$ cat src/rtl/rr_arbiter_n.sv
// ---------------------------------------------------------------------------
// rr_arbiter_n
//
// N-requester arbiter with registered one-hot grants. A granted requester
// keeps ownership until it drops its request or, when others are waiting,
// until it has held the grant for MAX_HOLD consecutive cycles. The policy
// is selectable at runtime: fixed priority (req[0] highest) or round-robin
// starting from the requester after the most recent new grant.
//
// Parameters:
//   N         number of requesters, 2..16
//   MAX_HOLD  maximum consecutive grant cycles per ownership, 0 = unlimited
//
// Ports:
//   clk        clock, all logic on the rising edge
//   rst        synchronous active-high reset
//   mode       0 = fixed priority, 1 = round-robin (sampled when arbitrating)
//   req        level-sensitive request vector, bit i is requester i
//   gnt        registered one-hot grant, all zero when idle
//   gnt_valid  registered, high whenever any gnt bit is set
//   gnt_id     registered index of the granted requester, 0 when idle
// ---------------------------------------------------------------------------
module rr_arbiter_n #(
    parameter int N        = 4,
    parameter int MAX_HOLD = 8
) (
    input  logic                 clk,
    input  logic                 rst,
    input  logic                 mode,
    input  logic [N-1:0]         req,
    output logic [N-1:0]         gnt,
    output logic                 gnt_valid,
    output logic [$clog2(N)-1:0] gnt_id
);

    localparam int IW = $clog2(N);
    localparam int HW = (MAX_HOLD > 0) ? $clog2(MAX_HOLD + 1) : 1;

    typedef enum logic {
        IDLE  = 1'b0,
        GRANT = 1'b1
    } state_t;

    state_t          state_q, state_d;
    logic [N-1:0]    gnt_q, gnt_d;
    logic            valid_q, valid_d;
    logic [IW-1:0]   id_q, id_d;
    logic [IW-1:0]   ptr_q, ptr_d;
    logic [HW-1:0]   hcnt_q, hcnt_d;

    logic [N-1:0]    cand;
    logic            cand_any;
    logic [IW-1:0]   winner;
    logic            owner_req;
    logic            timeout;
    logic            do_grant;

    // Returns the first set index of cand. In round-robin the search starts
    // at start and wraps N-1 -> 0; in fixed priority it starts at 0.
    function automatic logic [IW-1:0] arbitrate(
        input logic [N-1:0]  set,
        input logic          rr,
        input logic [IW-1:0] start
    );
        logic [IW-1:0] win;
        logic          found;
        int            idx;
        win   = '0;
        found = 1'b0;
        for (int k = 0; k < N; k++) begin
            idx = rr ? int'(start) + k : k;
            if (idx >= N) begin
                idx = idx - N;
            end
            if (!found && set[idx[IW-1:0]]) begin
                win   = idx[IW-1:0];
                found = 1'b1;
            end
        end
        return win;
    endfunction

    // The owner is excluded from every decision it can lose: on release its
    // request is already low, and on timeout it must be skipped. In IDLE
    // gnt_q is zero, so the mask is a no-op. One arbiter covers all cases.
    assign cand      = req & ~gnt_q;
    assign cand_any  = |cand;
    assign winner    = arbitrate(cand, mode, ptr_q);
    assign owner_req = |(req & gnt_q);
    assign timeout   = (MAX_HOLD != 0) && (hcnt_q == HW'(MAX_HOLD));

    // NOTE: every variable assigned here gets its hold value first, so no
    // path through the case leaves one unassigned and no latch is inferred.
    always_comb begin
        state_d  = state_q;
        gnt_d    = gnt_q;
        id_d     = id_q;
        ptr_d    = ptr_q;
        hcnt_d   = hcnt_q;
        do_grant = 1'b0;

        case (state_q)
            IDLE: begin
                if (cand_any) begin
                    do_grant = 1'b1;
                end
            end

            GRANT: begin
                if (!owner_req) begin
                    // Release: hand over on the same edge, or go idle.
                    if (cand_any) begin
                        do_grant = 1'b1;
                    end else begin
                        state_d = IDLE;
                        gnt_d   = '0;
                        id_d    = '0;
                        hcnt_d  = '0;
                    end
                end else if (timeout) begin
                    // A lone owner restarts its hold window; ptr stays put.
                    if (cand_any) begin
                        do_grant = 1'b1;
                    end else begin
                        hcnt_d = HW'(1);
                    end
                end else if ((MAX_HOLD != 0) && (hcnt_q != HW'(MAX_HOLD))) begin
                    hcnt_d = hcnt_q + 1'b1;
                end
            end

            default: begin
                state_d = IDLE;
                gnt_d   = '0;
                id_d    = '0;
            end
        endcase

        if (do_grant) begin
            state_d = GRANT;
            gnt_d   = {{(N-1){1'b0}}, 1'b1} << winner;
            id_d    = winner;
            hcnt_d  = HW'(1);
            ptr_d   = (winner == IW'(N - 1)) ? '0 : winner + 1'b1;
        end

        valid_d = |gnt_d;
    end

    // NOTE: sequential state uses non-blocking assignments so every register
    // samples the pre-edge values computed by the combinational block.
    always_ff @(posedge clk) begin
        if (rst) begin
            state_q <= IDLE;
            gnt_q   <= '0;
            valid_q <= 1'b0;
            id_q    <= '0;
            ptr_q   <= '0;
            hcnt_q  <= '0;
        end else begin
            state_q <= state_d;
            gnt_q   <= gnt_d;
            valid_q <= valid_d;
            id_q    <= id_d;
            ptr_q   <= ptr_d;
            hcnt_q  <= hcnt_d;
        end
    end

    assign gnt       = gnt_q;
    assign gnt_valid = valid_q;
    assign gnt_id    = id_q;

    // Structural invariants of the registered outputs.
    a_onehot : assert property (@(posedge clk) $onehot0(gnt_q));
    a_valid  : assert property (@(posedge clk) valid_q == (|gnt_q));
    a_id     : assert property (@(posedge clk) valid_q |-> gnt_q[id_q]);
    a_idle_id: assert property (@(posedge clk) !valid_q |-> (id_q == '0));

endmodule

$ cat config.mk
export PLATFORM = sky130hd
export DESIGN_NAME = rr_arbiter_n
export DESIGN_NICKNAME = d
export VERILOG_FILES = /design/src/rtl/rr_arbiter_n.sv
export SDC_FILE = /design/constraint.sdc
export NUM_CORES = 1
export LEC_CHECK = 0
export ABC_AREA = 0
export BUFFER_PORTS_ARGS = -buffer_cell sky130_fd_sc_hd__buf_2
export CAP_MARGIN = 20
export CORE_MARGIN = 1.5
export CORE_UTILIZATION = 40
export CTS_CLUSTER_DIAMETER = 80
export DETAILED_ROUTE_END_ITERATION = 10
export PLACE_DENSITY = 0.65
export SYNTH_ARGS = -nofsm -noshare
export SYNTH_HDL_FRONTEND = slang
export SYNTH_SLANG_ARGS = --single-unit
$ cat constraint.sdc
create_clock -name clk -period 1.9 [get_ports clk]
set_input_delay 0.19 -clock clk [delete_from_list [all_inputs] [get_ports clk]]
set_output_delay 0.19 -clock clk [all_outputs]
set_load 0.05 [all_outputs]
==> flow_summary.json <==
{
  "status": "finished clean",
  "sw_frac_of_total_pct": 45.6,
  "clk_pin_slew_ps": 80,
  "synth_top_family_by_area": "compound AO/OA/AOI/OAI gates",
  "crit_fanout": 6,
  "drv_slew": 0,
  "skew_ps": 1.05,
  "grt_pass1_wl_mm": 3.82,
  "firstDrtPassIters": 4,
  "synth.area.mux_share_pct": 0,
  "p_switching_w": 0.000727,
  "cts_root_buf": "clkbuf_4",
  "cts_tree": "done",
  "synth_fa_ha_area_share_pct": 8.47,
  "routedWlPerCell_um": 13.7,
  "clock-sinks": 14,
  "power_density_mw_per_mm2": 1390,
  "slowest_delay_ps": 370,
  "setup_viol": 0,
  "drc": 0,
  "ir_drop_mv": 0.925,
  "synth_compound_area_share_pct": 33.1,
  "yosys.area_share.xor_xnor_pct": 0,
  "fin_ws_ps": 28.9,
  "synth-async-reset-ratio_pct": 0,
  "antenna_left": 0,
  "final_util_pct": 56.8,
  "antenna_found_initial": 0,
  "die-area_sq_mm": 0.00251,
  "synth_edf_count": 0,
  "synth_top_area_share_pct": 31.6,
  "yosys-top-cells-count": "dfxtp_1, a21oi_1, nor2_1",
  "min_path_type": "in2reg",
  "start_util_pct": 43.8,
  "area_growth_pct": 29.7,
  "gp_congestion": 0.921,
  "cpLargestDelayFamily": "compound AO/OA/AOI/OAI gates",
  "clock_latency_ps": 280,
  "synth_seq_cells": 14,
  "numCtsBuffers": 3,
  "grt-ovfl-total": 0,
  "nNetsFinal": 145,
  "yosys-top-cells-area": "dfxtp_1, ha_1, a22oi_1",
  "drv_cap": 0,
  "htreeDepth": 1,
  "fin_crit_ps": 1870,
  "yosysTopAreaCell": "dfxtp_1",
  "synth.most_common_cell": "dfxtp_1",
  "worstPathRequired_ps": 2070,
  "numPortBuffers": 13,
  "drive_above_1_share_pct": 36.6,
  "fmax_mhz": 534,
  "grt_max_degree": 17,
  "vias_per_cell": 5.75,
  "synth.avg_cell_area_sq_um": 8.28,
  "fp-row-count": 16,
  "dpl.hpwl_mm": 1.66,
  "cts_buffer_depth": 2,
  "yosysSeqAreaShare_pct": 31.6,
  "num_vias": 909,
  "leakagePower_nw": 0.484,
  "grt_pass1_vias": 816,
  "rsz0062_at_grt": "yes",
  "ios": 14,
  "finalHoldViolCount": 0,
  "start_kind": "flip-flop",
  "synthFlopType": "dfxtp_1",
  "path_class": "reg2reg",
  "syn_inst": 107,
  "relSlewSlack_pct": 64.2,
  "drtIter0Drc": 38,
  "grt_use_total_pct": 19.9,
  "critical_path.endpoint_type": "flip-flop",
  "synthSimpleGateAreaFrac_pct": 22.9,
  "crit_chain": "nand2b_4, nor2_2, o2111a_1, a211oi_2, inv_1, ha_2, o41ai_2, a21oi_1",
  "cp_num_buf_inv": 1,
  "pwr-share-seq_pct": 29.0,
  "totalWireLength_mm": 2.17,
  "cts_hold_buf": 0,
  "core_sq_mm": 0.00202,
  "dp_slack_ps": 0.729,
  "critPathArrivalTime_ps": 2040,
  "worst_path_max_delay_cell": "dfxtp_4",
  "antenna_cells": 0,
  "p_int_w": 0.000867,
  "syn_nets": 120,
  "worst_slew_pin_slew_ps": 537,
  "finalCritPeriodShare_pct": 98.5,
  "synth_warnings": 0,
  "die_y_um": 50.1,
  "power.share.clock_pct": 13.5,
  "syn_area_sq_um": 886,
  "synth_cell_types": 32,
  "fp.dieW_um": 50.1,
  "p_comb_share_pct": 57.4
}
[power groups by stage]
| stage | registers [W] | logic [W] | clock network, W |
|---|---|---|---|
| floorplan | 0.000632 | 0.000455 | 0 |
| global placement | 0.000452 | 0.000882 | 0 |
| detailed placement | 0.000456 | 0.000888 | 0 |
| CTS | 0.000455 | 0.000906 | 0.000219 |
| global route | 0.000474 | 0.00101 | 0.000242 |
| finish | 0.000463 | 0.000916 | 0.000215 |
[sequential cells by signal, indices dropped and copies added, names as in the netlist]
register	flops
hcnt_q	4
gnt_valid	1
state_q	1
ptr_q	2
gnt_id	2
gnt	4
[area by class of cell]
| cell class | instances | area (sq um) |
|---|---|---|
| clock buffer | 4 | 36.3 |
| inverter | 6 | 22.5 |
| fill | 203 | 873 |
| tap | 27 | 33.8 |
| sequential | 14 | 298 |
| timing repair buffer | 23 | 140 |
| multi-input combinational | 84 | 618 |
[worst paths after layout]
kind              startpoint        end  slack (ps)  cells past startpoint
hold / removal           rst     gnt[2]         250                      2
hold reg to reg    hcnt_q[0]  hcnt_q[0]         490                      1
setup reg to reg      gnt[1]  gnt_valid          30                      8
setup / recovery      gnt[1]  gnt_valid          30                      8
[timing repair]
action                                  4_1_cts  5_1_grt
pin swaps                                     0        1
setup buffers                                 0        1
endpoints found under the hold margin         0        0
endpoints found under the setup margin        1        3
gates resized for setup                       3        6
[metrics by stage]
stage               TNS, ps  hold slack, ps  instance area [sq um]  cells  power [W]
detailed placement        0             463                   1080    153    0.00134
floorplan             -92.6             259                    928    107    0.00109
finish                    0             249                   1150    158    0.00159
CTS                       0             253                   1130    157    0.00158
global placement          0             470                   1080    153    0.00133
global route          -94.2             268                   1150    158    0.00172
[layer usage]
layer	up-vias	global-route usage, %	routed length (um)
met5	-	0	0
met4	0	10.6	81
met3	9	2.73	123
met2	42	28.3	906
met1	409	28.7	1060
li1	449	-	-
[kinds of logic (layout without fill, tap and decap cells)]
group | Yosys count | after routing
adders and majority gates | 6 | 6
and+or+nand+nor | 38 | 38
AOI/OAI and AO/OA | 40 | 40
DFF | 14 | 14
buffers and inverters | 9 | 33
[placed cells by master, fill, tap and decap left out, drive strengths merged, types with 2 or more instances in the layout]
cell type  instances
nand3b             3
dfxtp             14
a22oi              7
nor2              10
nor2b              5
o21ai              8
inv                6
a221oi             2
nand4              2
nand2b             4
and2               2
a21oi              9
clkbuf             4
o41ai              3
nand2              7
ha                 6
nor3               3
o2111ai            2
o22ai              2
buf               23
[worst reg2reg max path: cells and delay by family (launching register included)]
| kind | cells | cell delay [ps] |
|---|---|---|
| compound gates | 4 | 870 |
| buf+inv | 1 | 110 |
| simple gates | 2 | 190 |
| fa+ha+maj | 1 | 190 |
| flops | 1 | 370 |
Power figures use the tool's default switching activity.
